[config.mk]
export PLATFORM = sky130hd
export DESIGN_NAME = adaptive_threshold
export DESIGN_NICKNAME = d
export VERILOG_FILES = /design/src/rtl/adaptive_threshold.sv
export SDC_FILE = /design/constraint.sdc
export NUM_CORES = 1
export LEC_CHECK = 0
export ABC_AREA = 1
export BUFFER_PORTS_ARGS = -buffer_cell sky130_fd_sc_hd__buf_4
export CAP_MARGIN = 0
export CELL_PAD_IN_SITES_DETAIL_PLACEMENT = 0
export CELL_PAD_IN_SITES_GLOBAL_PLACEMENT = 1
export CORE_UTILIZATION = 45
export DETAILED_ROUTE_END_ITERATION = 10
export PLACE_DENSITY = 0.92
export REMOVE_ABC_BUFFERS = 1
export SYNTH_ARGS = -nofsm -noshare
export SYNTH_HDL_FRONTEND = slang
export SYNTH_SLANG_ARGS = --single-unit
[constraint.sdc]
create_clock -name clk_in -period 11.5 [get_ports clk_in]
set_input_delay 0.575 -clock clk_in [delete_from_list [all_inputs] [get_ports clk_in]]
set_output_delay 0.575 -clock clk_in [all_outputs]
set_load 0.02 [all_outputs]
[src/rtl/adaptive_threshold.sv]
`default_nettype none
// ============================================================================
//  Module      : adaptive_threshold
//  Description : Binarises a filtered 7-bit pixel stream against a threshold
//                that follows the previous frame's mean brightness. The
//                mean comes from a restoring divider that runs during
//                blanking after end of frame.
//  Revision    : 1.0 - initial release
// ============================================================================
module adaptive_threshold #(
    parameter int                 H_ACTIVE    = 320,
    parameter int                 V_ACTIVE    = 180,
    parameter int                 INIT_THRESH = 64,
    parameter logic signed [7:0]  OFFSET      = 8'sd0
) (
    input  logic        clk_in,
    input  logic        rst_in,
    input  logic        data_valid_in,
    input  logic [6:0]  pixel_data_in,
    input  logic [10:0] hcount_in,
    input  logic [9:0]  vcount_in,
    output logic        data_valid_out,
    output logic        mask_out,
    output logic [6:0]  pixel_data_out,
    output logic [10:0] hcount_out,
    output logic [9:0]  vcount_out,
    output logic [6:0]  threshold_out,
    output logic        frame_done_out
);

    localparam logic [10:0] C_H_ACTIVE    = 11'(H_ACTIVE);
    localparam logic [9:0]  C_V_ACTIVE    = 10'(V_ACTIVE);
    localparam logic [10:0] C_H_LAST      = 11'(H_ACTIVE - 1);
    localparam logic [9:0]  C_V_LAST      = 10'(V_ACTIVE - 1);
    localparam logic [6:0]  C_INIT_THRESH = 7'(INIT_THRESH);
    localparam logic [4:0]  C_LAST_BIT    = 5'd22;

    typedef enum logic [1:0] {
        S_IDLE   = 2'd0,
        S_DIVIDE = 2'd1,
        S_UPDATE = 2'd2
    } state_t;

    state_t              r_state;
    logic [22:0]         r_sum;
    logic [16:0]         r_cnt;
    logic [22:0]         r_quo;     // dividend shifting out, quotient shifting in
    logic [16:0]         r_div;
    logic [17:0]         r_rem;
    logic [4:0]          r_bit;
    logic [6:0]          r_thresh;
    logic                r_commit;

    logic                w_count;
    logic                w_eof;
    logic [22:0]         w_sum_next;
    logic [16:0]         w_cnt_next;
    logic [17:0]         w_rem_shift;
    logic [18:0]         w_trial;
    logic                w_no_borrow;
    logic signed [24:0]  w_t;
    logic [6:0]          w_clamped;

    // Which pixels contribute to the frame statistics, and where the frame ends
    assign w_count    = data_valid_in && (hcount_in < C_H_ACTIVE) && (vcount_in < C_V_ACTIVE);
    assign w_eof      = w_count && (hcount_in == C_H_LAST) && (vcount_in == C_V_LAST);
    assign w_sum_next = r_sum + {16'd0, pixel_data_in};
    assign w_cnt_next = r_cnt + 17'd1;

    // One restoring step: shift in next dividend bit, trial-subtract divisor.
    // A set remainder MSB means the shifted value exceeds any 17-bit divisor.
    assign w_rem_shift = {r_rem[16:0], r_quo[22]};
    assign w_trial     = {1'b0, w_rem_shift} - {2'b00, r_div};
    assign w_no_borrow = r_rem[17] | ~w_trial[18];

    // Biased mean, clamped into the 7-bit pixel range
    assign w_t = $signed({2'b00, r_quo}) + $signed({{17{OFFSET[7]}}, OFFSET});
    always_comb begin
        w_clamped = w_t[6:0];
        if (w_t[24]) begin
            w_clamped = 7'd0;
        end else if (w_t > 25'sd127) begin
            w_clamped = 7'd127;
        end
    end

    assign threshold_out = r_thresh;

    // Stream path: register pixel, coordinates and mask with one-cycle latency
    always_ff @(posedge clk_in or posedge rst_in) begin
        if (rst_in) begin
            data_valid_out <= 1'b0;
            mask_out       <= 1'b0;
            pixel_data_out <= 7'd0;
            hcount_out     <= 11'd0;
            vcount_out     <= 10'd0;
        end else begin
            data_valid_out <= data_valid_in;
            mask_out       <= data_valid_in & (pixel_data_in >= r_thresh);
            pixel_data_out <= pixel_data_in;
            hcount_out     <= hcount_in;
            vcount_out     <= vcount_in;
        end
    end

    // Frame statistics: accumulate active pixels, restart at every end of frame
    always_ff @(posedge clk_in or posedge rst_in) begin
        if (rst_in) begin
            r_sum <= 23'd0;
            r_cnt <= 17'd0;
        end else if (w_eof) begin
            r_sum <= 23'd0;
            r_cnt <= 17'd0;
        end else if (w_count) begin
            r_sum <= w_sum_next;
            r_cnt <= w_cnt_next;
        end
    end

    // Control FSM: latch frame totals, divide bit-serially, commit threshold
    always_ff @(posedge clk_in or posedge rst_in) begin
        if (rst_in) begin
            r_state        <= S_IDLE;
            r_quo          <= 23'd0;
            r_div          <= 17'd0;
            r_rem          <= 18'd0;
            r_bit          <= 5'd0;
            r_thresh       <= C_INIT_THRESH;
            r_commit       <= 1'b0;
            frame_done_out <= 1'b0;
        end else begin
            r_commit       <= (r_state == S_UPDATE);
            frame_done_out <= r_commit;
            case (r_state)
                S_IDLE: begin
                    // An end of frame seen while busy is simply not latched
                    if (w_eof) begin
                        r_quo   <= w_sum_next;
                        r_div   <= w_cnt_next;
                        r_rem   <= 18'd0;
                        r_bit   <= 5'd0;
                        r_state <= S_DIVIDE;
                    end
                end
                S_DIVIDE: begin
                    r_rem <= w_no_borrow ? w_trial[17:0] : w_rem_shift;
                    r_quo <= {r_quo[21:0], w_no_borrow};
                    if (r_bit == C_LAST_BIT) begin
                        r_state <= S_UPDATE;
                    end else begin
                        r_bit <= r_bit + 5'd1;
                    end
                end
                S_UPDATE: begin
                    r_thresh <= w_clamped;
                    r_state  <= S_IDLE;
                end
                default: begin
                    r_state <= S_IDLE;
                end
            endcase
        end
    end

endmodule
`default_nettype wire

==> flow_metrics.py <==
metrics = {
    "flow_run": {
        "cap_violations": 0,
    },
    "synthesis": {
        "async_reset_ff_share_pct": 100,
        "synth.top_cells.by_area": "dfrtp_1 43%, nand2_1 15%, nand3_1 7.5%",
        "seq_area_frac_synth_pct": 43.0,
        "synth_largest_type_area_fraction_pct": 42.7,
        "synth-edff-count": 0,
        "synthFlopType": "dfrtp_1",
        "ys_types": 41,
        "yosysWarnings": 0,
        "synth-compound-area-share_pct": 6.44,
        "synth_fa_ha_area_share_pct": 5.55,
        "synth.avg_cell_area_um2": 7.60,
        "synthCells": 1102,
        "synthMuxAreaShare_pct": 0,
        "yosys.area.top_type": "dfrtp_1",
        "synth_top_family_by_area": "simple AND/OR/NAND/NOR gates",
        "synthesis.area_um2": 8380,
        "synthSimpleGateAreaFrac_pct": 31.9,
        "synthXorXnorAreaFrac_pct": 3.76,
        "ys_ff_latch": 144,
    },
    "final_layout": {
        "final_layout_size_suffix_gt1_share_pct": 11.4,
        "finalNetCount": 1231,
        "layoutNonFillerInstCount": 1406,
        "area.growth.synth_to_final_pct": 14.7,
        "antennaDiodeCount": 0,
    },
    "clocking": {
        "numCtsBuffers": 17,
        "clk_pin_slew_ns": 0.06,
        "hold_buffers": 0,
        "root_buffer": "clkbuf_16",
        "cts_num_sinks": 144,
        "cts_buffer_depth": 2,
        "cts_setup_buffers": 0,
        "htree_num_levels": 4,
        "cts_tree": "built",
        "cts.repair.resized": 0,
        "clk_latency_ns": 0.43,
    },
    "drt": {
        "drtIter0Drc": 389,
        "wl_per_cell_um": 14.3,
        "wirelength_um": 20100,
        "dr.pass1.iters": 5,
        "avgViaCountPerCell": 5.16,
        "drc": 0,
        "antenna_left": 0,
        "num_vias": 7256,
    },
    "die": {
        "core_area_um2": 18100,
        "start_util_pct": 46.3,
        "ios": 69,
        "dieArea_um2": 19200,
        "rows": 49,
        "die_w_um": 138,
        "die_h_um": 138,
    },
    "power_and_ir_drop": {
        "power_density_nw_per_um2": 145,
        "p_leak_nw": 4.81,
        "ir_drop_mv": 0.108,
    },
    "timing": {
        "worst_pin_slew_ns": 0.924,
        "min_period_ns": 2.60,
        "grt_setup_unrepaired": "no",
        "fin_crit_sh_pct": 22.6,
        "final_hold_viol_count": 0,
        "slew_violations": 0,
        "setup_viol": 0,
        "timing.hold.ws_ns": 0.222,
        "skew_ns": 0.00566,
        "max_freq_mhz": 385,
        "slew_headroom_pct": 38.3,
        "setup_tns_ns": 0,
        "setup_slack_ns": 8.90,
    },
    "global_routing": {
        "grt_first_pass_wirelength_um": 34300,
        "antenna_found_initial": 0,
        "grt_pass1_vias": 7077,
        "grt_overflow": 0,
        "grt_usage_pct": 22.4,
        "grt_start_max_net_pins": 74,
    },
    "worst_setup_path": {
        "arrival_ns": 2.96,
        "crit_path_start_kind": "flip-flop",
        "cp_max_fo": 19,
        "crit_type": "reg -> reg",
        "critPathRequiredTime_ns": 11.86,
        "endpoint_kind": "flip-flop",
    },
    "place": {
        "gp_congestion": 0.831,
        "dp_hpwl_um": 14800,
        "portBuffers": 68,
        "place_ws_ns": 8.49,
        "dp_cells": 1374,
    },
    "hold_path": {
        "hold_path_class": "in -> async",
    },
    "status": {
        "status": "completed",
    },
}
state kept, by name, indices dropped and copies added, names as in the netlist:
register,cells
frame_done_out,1
threshold_out,7
data_valid_out,1
mask_out,1
r_commit,1
r_sum,23
hcount_out,11
r_div,17
r_bit,5
r_rem,18
r_cnt,17
vcount_out,10
pixel_data_out,7
r_state,2
r_quo,23
where the power goes:
part	internal, mW	switching [mW]	total (mW)
clock network	0.307	0.228	0.535
registers	0.552	0.0384	0.591
logic	0.0947	0.171	0.265
total	0.954	0.437	1.39
logic make-up after synthesis:
| family | Yosys count |
|---|---|
| XOR/XNOR | 36 |
| buffers and inverters | 192 |
| adder cells (fa/ha/maj) | 36 |
| AND/OR/NAND/NOR | 597 |
| AO/OA/AOI/OAI | 97 |
| flip-flops | 144 |
cell usage after synthesis (12+ instances only):
| master | count |
|---|---|
| nand2_1 | 344 |
| nand3_1 | 125 |
| xor2_1 | 27 |
| ha_1 | 34 |
| nand3b_1 | 18 |
| nand4_1 | 15 |
| dfrtp_1 | 143 |
| o21ai_1 | 12 |
| inv_1 | 160 |
| o21ai_0 | 48 |
| nor2_1 | 53 |
| a21oi_1 | 17 |
final cells by class:
| class | count | area, um2 |
|---|---|---|
| inverter | 165 | 627 |
| timing repair buffer | 70 | 526 |
| tap | 229 | 287 |
| clock buffer | 19 | 443 |
| sequential | 144 | 3600 |
| fill | 1703 | 8470 |
| clock inverter | 13 | 129 |
| multi-input combinational | 766 | 4000 |
through the flow:
stage	power, mW	utilization, %	area (um2)
2_1_floorplan	0.778	-	8220
3_3_place_gp	0.859	50.0	9040
3_5_place_dp	0.862	50.0	9040
4_1_cts	1.40	53.1	9610
5_1_grt	1.46	53.1	9610
6_report	1.39	53.1	9610
final timing paths:
path,from,endpoint,slack [ns],depth (start not counted)
setup reg to reg,r_quo[22],r_rem[13],8.90,12
max in group asynchronous,rst_in,r_cnt[5],9.85,3
hold / removal,rst_in,r_rem[2],0.22,2
hold reg to reg,r_commit,frame_done_out,0.35,0
setup / recovery,r_quo[22],r_rem[13],8.90,12
min in group clk_in,vcount_in[9],vcount_out[9],0.26,1
placed cells by master (no fill, tap or decap), types with 3 or more instances in the layout:
master,netlist,final
nand2_1,344,344
inv_1,160,159
dfrtp_1,143,143
nand3_1,125,125
buf_4,3,70
nor2_1,53,52
o21ai_0,48,48
ha_1,34,34
xor2_1,27,27
nand3b_1,18,18
a21oi_1,17,17
clkbuf_16,0,17
nand4_1,15,15
o21ai_1,12,12
nor3_1,11,11
xnor2_1,9,9
o22ai_1,8,8
nor4_1,6,6
and2_1,5,5
a22o_1,5,5
inv_6,0,5
o21ai_2,5,5
inv_2,4,4
clkinvlp_4,0,4
nor2_2,2,3
nand2_2,3,3
nand3_4,3,3
critical path, cell delays in order, from the launching register on:
cell,delay [ns]
dfrtp_1,0.37
inv_1,0.10
ha_1,0.25
fa_1,0.44
inv_1,0.13
nand3_1,0.08
nand3_1,0.19
nand3_4,0.27
nand2_4,0.30
nand2_1,0.19
nand2_1,0.10
nand2_1,0.05
nand2_1,0.05
routing by layer:
metal  vias to the layer above  wire length [um]  global-route usage [%]
met1                      3446              9510                    29.7
met4                         0               357                    7.45
met2                       128              9640                    37.4
met5                         -                 0                       0
li1                       3653                 -                       -
met3                        29               594                    3.67
(Power assumes the default switching activity.)
